==> config.mk <==
export PLATFORM = sky130hd
export DESIGN_NAME = fir_tdm_mac
export DESIGN_NICKNAME = d
export VERILOG_FILES = /design/src/rtl/fir_pkg.sv /design/src/rtl/fir_tdm_mac_coef_bank.sv /design/src/rtl/fir_tdm_mac.sv
export SDC_FILE = /design/constraint.sdc
export NUM_CORES = 2
export LEC_CHECK = 0
export BUFFER_PORTS_ARGS = -buffer_cell sky130_fd_sc_hd__buf_4
export CAP_MARGIN = 20
export CORE_MARGIN = 2
export CORE_UTILIZATION = 65
export CTS_BUF_LIST = sky130_fd_sc_hd__clkbuf_8
export CTS_CLUSTER_SIZE = 8
export DETAILED_ROUTE_END_ITERATION = 10
export PLACE_DENSITY = 0.82
export RECOVER_POWER = 100
export SYNTH_ARGS = -nofsm -noshare
export SYNTH_HDL_FRONTEND = slang
export SYNTH_SLANG_ARGS = --single-unit
==> constraint.sdc <==
create_clock -name clk -period 33.8 [get_ports clk]
set_input_delay 1.69 -clock clk [delete_from_list [all_inputs] [get_ports clk]]
set_output_delay 1.69 -clock clk [all_outputs]
set_load 0.02 [all_outputs]
==> src/rtl/fir_pkg.sv <==
// Shared definitions for the time-multiplexed FIR filter.
//   state_t      : controller states (IDLE / MAC / OUT)
//   acc_width()  : lossless accumulator width for a given data/coef/tap count
//   coef_reset() : identity-filter reset value per tap (tap 0 = 1, rest 0)
package fir_pkg;

   typedef enum logic [1:0] {
      IDLE = 2'd0,
      MAC  = 2'd1,
      OUT  = 2'd2
   } state_t;

   localparam int COEF_IDENTITY_TAP0 = 1;

   function automatic int acc_width(input int data_w, input int coef_w, input int taps);
      return data_w + coef_w + $clog2(taps);
   endfunction

   function automatic int coef_reset(input int tap);
      return (tap == 0) ? COEF_IDENTITY_TAP0 : 0;
   endfunction

endpackage

==> src/rtl/fir_tdm_mac_coef_bank.sv <==
// Coefficient register file for the TDM FIR.
//   clk, reset : clock, asynchronous active-high reset (restores identity filter)
//   idle       : writes are accepted only while the controller is idle
//   we/addr/wdata : write port
//   rd_idx/rd_data: combinational read of the tap currently being multiplied
module fir_coef_bank
   import fir_pkg::*;
#(
   parameter int COEF_W = 16,
   parameter int TAPS   = 8,
   localparam int KW    = $clog2(TAPS)
) (
   input  logic                     clk,
   input  logic                     reset,
   input  logic                     idle,
   input  logic                     we,
   input  logic [KW-1:0]            addr,
   input  logic signed [COEF_W-1:0] wdata,
   input  logic [KW-1:0]            rd_idx,
   output logic signed [COEF_W-1:0] rd_data
);

   logic signed [COEF_W-1:0] coef [TAPS];

   always_ff @(posedge clk or posedge reset) begin
      if (reset) begin
         for (int t = 0; t < TAPS; t++) begin
            coef[t] <= COEF_W'(coef_reset(t));
         end
      end else if (we && idle) begin
         coef[addr] <= wdata;
      end
   end

   assign rd_data = coef[rd_idx];

endmodule

==> src/rtl/fir_tdm_mac.sv <==
// Multi-channel time-multiplexed FIR with one shared multiplier (one tap per cycle).
// Ports:
//   clk, reset          : clock, asynchronous active-high reset
//   in_valid/in_ready   : input handshake; in_data sample for channel in_ch
//   coef_we/coef_addr/coef_wdata : coefficient write port (effective in IDLE only)
//   out_valid/out_ready : output handshake; out_data result for channel out_ch
//   busy                : controller not idle
// Build option: define FIR_ROUND_SAT_EN to round (half-up), shift by SHIFT and
// saturate the output to OUT_W bits; otherwise out_data is the raw accumulator.
//
// state | meaning
// IDLE  | waiting for a sample; coefficient writes allowed
// MAC   | one tap per cycle, k = 0..TAPS-1
// OUT   | result held until out_ready
module fir_tdm_mac
   import fir_pkg::*;
#(
   parameter int DATA_W = 16,
   parameter int COEF_W = 16,
   parameter int TAPS   = 8,
   parameter int CH     = 2,
   parameter int ACC_W  = acc_width(DATA_W, COEF_W, TAPS),
   parameter int OUT_W  = ACC_W,
   parameter int SHIFT  = 15,
   localparam int CHW   = (CH > 1) ? $clog2(CH) : 1,
   localparam int KW    = $clog2(TAPS)
) (
   input  logic                     clk,
   input  logic                     reset,
   input  logic                     in_valid,
   output logic                     in_ready,
   input  logic signed [DATA_W-1:0] in_data,
   input  logic [CHW-1:0]           in_ch,
   input  logic                     coef_we,
   input  logic [KW-1:0]            coef_addr,
   input  logic signed [COEF_W-1:0] coef_wdata,
   output logic                     out_valid,
   input  logic                     out_ready,
   output logic signed [OUT_W-1:0]  out_data,
   output logic [CHW-1:0]           out_ch,
   output logic                     busy
);

   localparam int PW = DATA_W + COEF_W;
   localparam logic [CHW:0] CH_LIM = (CHW+1)'(CH);

   state_t                   state;
   logic [CHW-1:0]           ch;
   logic [KW-1:0]            k;
   logic signed [ACC_W-1:0]  acc;
   logic signed [DATA_W-1:0] x [CH][TAPS];

   logic signed [DATA_W-1:0] x_sel;
   logic signed [COEF_W-1:0] coef_k;
   logic signed [PW-1:0]     prod;
   logic signed [ACC_W-1:0]  acc_next;
   logic signed [OUT_W-1:0]  result;
   logic                     accept;
   logic                     ch_ok;

   assign in_ready = (state == IDLE) && !reset;
   assign busy     = (state != IDLE);
   assign accept   = in_valid && in_ready;
   // Samples for non-existent channels are consumed but otherwise dropped.
   assign ch_ok    = ({1'b0, in_ch} < CH_LIM);

   fir_coef_bank #(
      .COEF_W (COEF_W),
      .TAPS   (TAPS)
   ) u_coef_bank (
      .clk     (clk),
      .reset   (reset),
      .idle    (state == IDLE),
      .we      (coef_we),
      .addr    (coef_addr),
      .wdata   (coef_wdata),
      .rd_idx  (k),
      .rd_data (coef_k)
   );

   always_comb begin
      x_sel = '0;
      for (int c = 0; c < CH; c++) begin
         if (ch == CHW'(c)) begin
            x_sel = x[c][k];
         end
      end
   end

   // Operands are sign-extended to the full product width before multiplying.
   assign prod = $signed({{COEF_W{x_sel[DATA_W-1]}}, x_sel})
               * $signed({{DATA_W{coef_k[COEF_W-1]}}, coef_k});
   assign acc_next = acc + {{(ACC_W-PW){prod[PW-1]}}, prod};

`ifdef FIR_ROUND_SAT_EN
   localparam logic signed [ACC_W:0] RND     = (ACC_W+1)'(1) << (SHIFT-1);
   localparam logic signed [ACC_W:0] OUT_MAX = {{(ACC_W-OUT_W+2){1'b0}}, {(OUT_W-1){1'b1}}};
   localparam logic signed [ACC_W:0] OUT_MIN = {{(ACC_W-OUT_W+2){1'b1}}, {(OUT_W-1){1'b0}}};

   logic signed [ACC_W:0] rounded;
   logic signed [ACC_W:0] shifted;

   // One guard bit so the rounding add cannot wrap.
   assign rounded = {acc_next[ACC_W-1], acc_next} + RND;
   assign shifted = rounded >>> SHIFT;

   always_comb begin
      if (shifted > OUT_MAX) begin
         result = OUT_MAX[OUT_W-1:0];
      end else if (shifted < OUT_MIN) begin
         result = OUT_MIN[OUT_W-1:0];
      end else begin
         result = shifted[OUT_W-1:0];
      end
   end
`else
   logic shift_unused;
   assign shift_unused = (SHIFT != 0);
   assign result       = acc_next[OUT_W-1:0];
`endif

   always_ff @(posedge clk or posedge reset) begin
      if (reset) begin
         state     <= IDLE;
         ch        <= '0;
         k         <= '0;
         acc       <= '0;
         out_valid <= 1'b0;
         out_data  <= '0;
         out_ch    <= '0;
         for (int c = 0; c < CH; c++) begin
            for (int t = 0; t < TAPS; t++) begin
               x[c][t] <= '0;
            end
         end
      end else begin
         case (state)
            IDLE: begin
               if (accept && ch_ok) begin
                  for (int c = 0; c < CH; c++) begin
                     if (in_ch == CHW'(c)) begin
                        for (int t = TAPS-1; t > 0; t--) begin
                           x[c][t] <= x[c][t-1];
                        end
                        x[c][0] <= in_data;
                     end
                  end
                  ch    <= in_ch;
                  acc   <= '0;
                  k     <= '0;
                  state <= MAC;
               end
            end
            MAC: begin
               acc <= acc_next;
               k   <= k + 1'b1;
               if (k == KW'(TAPS-1)) begin
                  state     <= OUT;
                  out_valid <= 1'b1;
                  out_ch    <= ch;
                  out_data  <= result;
               end
            end
            OUT: begin
               if (out_ready) begin
                  out_valid <= 1'b0;
                  state     <= IDLE;
               end
            end
            default: state <= IDLE;
         endcase
      end
   end

endmodule

* After elaboration in Yosys (flattened, before gate mapping)
Index checks and enable logic that the tools add are counted.
Storage, ports and cells: register bits 462, bits of input ports 41, output and inout port bits 39, logic and storage cells 86
Cells by class: reductions and logical operators 16, muxes and demuxes 24, equal/unequal tests 6, bitwise operators 3, multipliers 1, order comparisons 3, $add $sub $neg 2
Operator list (number):
- binary-select mux 16 bit (select 3 bit) | 3
- bitwise mux 128 bit | 1
- 2-to-1 mux 16 bit | 8
- case mux 35 bit (2 select lines) | 1
- demux 16 bit (select 3 bit) | 1
- adder 35 bit | 1
- 2-to-1 mux 35 bit | 1
- multiplier 16 x 16 -> 32 bit | 1
- AND reduction 3 bit | 4
- greater-or-equal comparator 4 bit, second input constant | 2
- NOT 3 -> 4 bit | 2
- 2-to-1 mux 2 bit | 3
- != test 2 bit, second input constant | 3
- case mux 2 bit (3 select lines) | 1
- case mux 3 bit (2 select lines) | 1
- AND reduction 2 bit | 3
- nonzero test 2 bit | 3
- logical AND 1 bit | 4
- < comparator 4 x 1 -> 1 bit, second input constant | 1
- adder 3 x 1 -> 3 bit, second input constant | 1
- == test 3 bit, second input constant | 1
- 2-to-1 mux 3 bit | 1
- == test 2 x 1 -> 1 bit, second input constant | 1
- == test 2 bit, second input constant | 1
- 5 further kinds | 6

* Depth between registers and ports, before layout
depth after elaboration 8, depth in mapped cells 41, gate-level depth less buffers 37

* By module
From an unflattened synthesis, not the netlist that was laid out.
Second synthesis, totals: cell total of the unflattened synthesis 2525, area, all modules 31565.3 µm²
By module, submodules not included:
- fir_tdm_mac | area an instance 25740.9 µm², seq. area each 8358.0 µm², times used 1, cells each 2187
- fir_coef_bank | area an instance 5824.3 µm², seq. area each 3204.3 µm², times used 1, cells each 338

* Worst setup path after synthesis
Ideal clock, no wire load.
kind register to register, start register k[0], end register out_data[30], arrival 9069 ps, cell stages (with the launch flop) 36, setup time 128 ps, slack 24604 ps, data required time 33672 ps, path buffers 4, cells stage by stage dfrtp_1 buf_2 buf_4 buf_2 mux4_2 mux4_2 clkbuf_1 nand2_1 fa_1 fa_1 fa_1 fa_1 inv_1 fa_1 inv_1 fa_1 inv_1 ha_1 a22o_1 o41ai_1 a211oi_1 o21ai_0 a21boi_0 o21a_1 nor2_1 xnor2_1 ha_1 inv_1 o21bai_1 a221oi_1 nand2_1 a21oi_1 nor3_1 a31oi_1 xnor2_1 mux2_1
Between the ends: word-level cells in the longest chain between the ends 7, elaborated cells between the ends (all ways) 15
Ends and longest elaborated chain:
- start: declaration | RTL line fir_tdm_mac.sv:49 | logic [KW-1:0] k;
- start signal: assignment | RTL line fir_tdm_mac.sv:156 | k <= k + 1'b1;
- NOT 3 -> 4 bit (implied by the code) | RTL line fir_tdm_mac_coef_bank.sv:35, fir_tdm_mac.sv:85
- binary-select mux 16 bit (select 3 bit) | RTL line fir_tdm_mac.sv:85 | x_sel = x[c][k];
- 2-to-1 mux 16 bit (implied by the code) (2 in a row) | RTL line fir_tdm_mac.sv:85
- 2-to-1 mux 16 bit | RTL line fir_tdm_mac.sv:84 | if (ch == CHW'(c)) begin
- multiplier 16 x 16 -> 32 bit | RTL line fir_tdm_mac.sv:92 | * $signed({{DATA_W{coef_k[COEF_W-1]}}, coef_k});
- adder 35 bit | RTL line fir_tdm_mac.sv:93 | assign acc_next = acc + {{(ACC_W-PW){prod[PW-1]}}, prod};
- end signal: assignment | RTL line fir_tdm_mac.sv:161 | out_data <= result;
- end: declaration | RTL line fir_tdm_mac.sv:39 | output logic signed [OUT_W-1:0] out_data,
Parallel ways exist; a longest one is shown, timed or not. The select of a mux whose other input is x is not followed. A chain may end at the register's enable or synchronous reset.

* Worst setup path after layout
start register k[2], end register out_data[34]
Same word-level chain as after synthesis.

==> impl_results.md <==
- Drt pass-1 iters: 5
- Max-Cap Viols: 14
- Fill cells: 3242
- Syn nets: 2973
- First-pass GRT wire length: 112 mm
- DRT iter0 DRCs: 1227
- Initial Util: 66.0%
- CTS Buffer Depth: 3
- Worst hold path class: reg2reg
- CTS tree: yes
- Violated checks: capacitance limit, slew limit
- Die ar.: 50400 um2
- Slew Limit Fails: 828
- Setup bufs post-CTS: 0
- Syn avg cell area: 12.4 um2
- Port-buffer cells: 79
- WL/cell: 20.5 um
- Worst-Margin Slew: 5600 ps
- Vias: 19800
- Die width: 224 um
- Tmin final: 12940 ps
- Maximum clock frequency: 0.0773 GHz
- Remaining DRCs: 0
- Synth top area share: 36.5%
- Worst skew pair latency: 670 ps
- Clock Skew: 25.2 ps
- Final hold vios: 0
- Post-Syn Area: 31600 um2
- Overall Global Routing Usage: 28.1%
- Post-Route Utilization: 71.1%
- Crit Path Max Fanout: 39
- Critical path required time: 34370 ps
- GPL Wtd Cong: 0.906
- FFs w/ async S/R, synth: 100%
- Post-Syn Instances: 2548
- Worst setup path category: reg2reg
- Hold Buf Count CTS: 0
- H-tree levels: 3
- Via density: 6.03
- Largest net degree at the start of global routing: 149
- Vias in the first global route: 22100
- Top FF cell, synth: dfrtp_1
- Post-synth EDFFs: 0
- Crit share post-route: 38.3%
- Outcome: finished with violations
- Post-CTS sizing: 0
- Row cnt: 80
- CTS sink cnt: 462
- Fin Setup TNS: 0 ps
- Synth-to-Final Area Change: 7.74%
- Register area share after synthesis: 36.6%
- Synth area leader: dfrtp_1
- Count of distinct cell types in the synthesized netlist: 65
- CP peak stage delay: 2310 ps
- Synthesized flop and latch total: 462
- DP Wirelength: 47.4 mm
- WHS: 478 ps
- Clock transition at path regs: 60 ps
- Worst setup EP type: flop
- Final Setup Violations: 0
- Initial antenna violation count: 3
- Top post-synthesis cells by area: dfrtp_1 (37%), fa_1 (17%), mux2_2 (15%)
- Core ar.: 47800 um2
- Yosys warning total: 0
- CP Launch Type: flop
- Worst EP arrival: 13510 ps
- Relative slew slack: -274%
- Cell mode on critical path: inv_1
- Share of layout cells above drive strength 1: 26.2%
- Final net count: 3047
- Top Ports: 80
- Die height: 224 um
- Num CTS Buffers: 78
- Global route total overflow: 0
- RSZ-0062 raised after global routing: no
- Root Driver: clkbuf_8
- Crit-path slowest cell: clkbuf_1
- Final wirelength: 67.6 mm
- Routed Antenna Nets: 0
==> final timing paths <==
check / start / to / slack [ps] / cells past startpoint
max: k[2] / out_data[34] / 20860 / 30
min: out_data[23] / out_data[23] / 480 / 2
max reg2reg: k[2] / out_data[34] / 20860 / 30
min in group asynchronous: reset / ch / 1450 / 2
max in group asynchronous: reset / x[99] / 23280 / 5
min reg2reg: out_data[23] / out_data[23] / 480 / 2
==> kinds of logic after synthesis <==
kind of cell	after synthesis	synth area share, %
DFF	462	36.6
muxes	547	23.3
buffers and inverters	439	5.33
and+or+nand+nor	435	6.80
AOI/OAI and AO/OA	218	4.77
xor gates and xnor gates	63	1.79
adders and majority gates	384	21.5
==> per-layer routing <==
metal | GRT usage (%) | vias up | part of all wire (%)
met2 | 47.9 | 555 | 51
li1 | - | 8759 | -
met1 | 36.0 | 10400 | 40
met3 | 5.16 | 164 | 5.1
met4 | 11.3 | 0 | 3.2
met5 | 0 | - | 0
==> metrics by stage <==
step                worst slack (ps)  cells  cell area, um2
floorplan                      19230   2548           31600
global placement               22480   3152           32700
detailed placement             22540   3153           32700
CTS                            22540   3287           34200
global route                   20130   3294           34000
finish                         20860   3294           34000
==> layout by cell type, fill, tap and decap left out, types with 8 or more instances in the layout <==
cell type  Yosys  final
a211oi_1       8      8
a21o_1        20     20
a21oi_1       51     51
a22o_1        29     29
and2_1        16     14
buf_4          4     53
clkbuf_1      85     54
clkbuf_8       0     91
dfrtp_1      461    458
fa_1         263    263
ha_1         121    121
inv_1        325    355
mux2_1         5     10
mux2_2       419    414
mux2i_1       16     15
mux4_2       107    107
nand2_1      147    147
nand2b_1      40     40
nand3_1       15     15
nor2_1        80     80
nor2b_1       91     90
nor3_1         9      9
o21ai_0       39     44
o21bai_1      11     11
or2_2         10     10
xnor2_1       48     48
xor2_1        14     14
==> cells in the mapped netlist, types with 2 or more instances <==
cell and n:
a21oi_1 51, o21ai_0 39, ha_1 121, a221o_1 4
buf_1 9, buf_4 4, or2_2 10, xnor2_1 48
fa_1 263, a211oi_1 8, or2_1 2, nand2_1 147
nor3_1 9, o21a_1 6, and2_1 16, or4_1 5
a31oi_1 7, dfrtp_1 461, o21ai_1 11, nor2b_1 91
o21bai_1 11, nand3_1 15, a21o_1 20, nand4_1 5
mux4_2 107, mux2_1 5, o211ai_1 4, o2111ai_1 2
nor2_1 80, mux2i_1 16, nand2b_1 40, and4_1 2
buf_2 16, a32oi_1 3, o31ai_1 5, clkbuf_1 85
xor2_1 14, inv_1 325, nor3b_1 3, mux2_2 419
and3_1 7, a22o_1 29
==> sequential cells by signal, summed over array words and instances, names as in the netlist <==
register          count
u_coef_bank.coef    128
k                     3
ch                    1
state                 2
out_valid             1
out_ch                1
out_data             35
acc                  35
x                   256
==> area by class of cell <==
type                    instances  area, um2  share of cell area, %
repair buffers                108        608                   1.79
inverters                     325       1220                   3.59
clock inverters                43        268                  0.787
clock buffers                  91       1250                   3.68
multi-input cells            1647      18300                   53.9
flip-flops and latches        462      11600                   34.0
diodes                          3       7.51                 0.0221
well taps                     615        769                   2.26
==> worst max-delay path: cells and delay by family, from the launching register on <==
kind	cells	cell delay (ps)
buf+inv	7	2700
simple gates	5	1900
compound gates	7	4100
fa+ha+maj	8	3100
mux	1	270
flops	1	340
xor+xnor	2	370
Power is left out: the tool's default activity adds up to more than one toggle a clock period on the data nets, which glitch-free logic cannot reach.
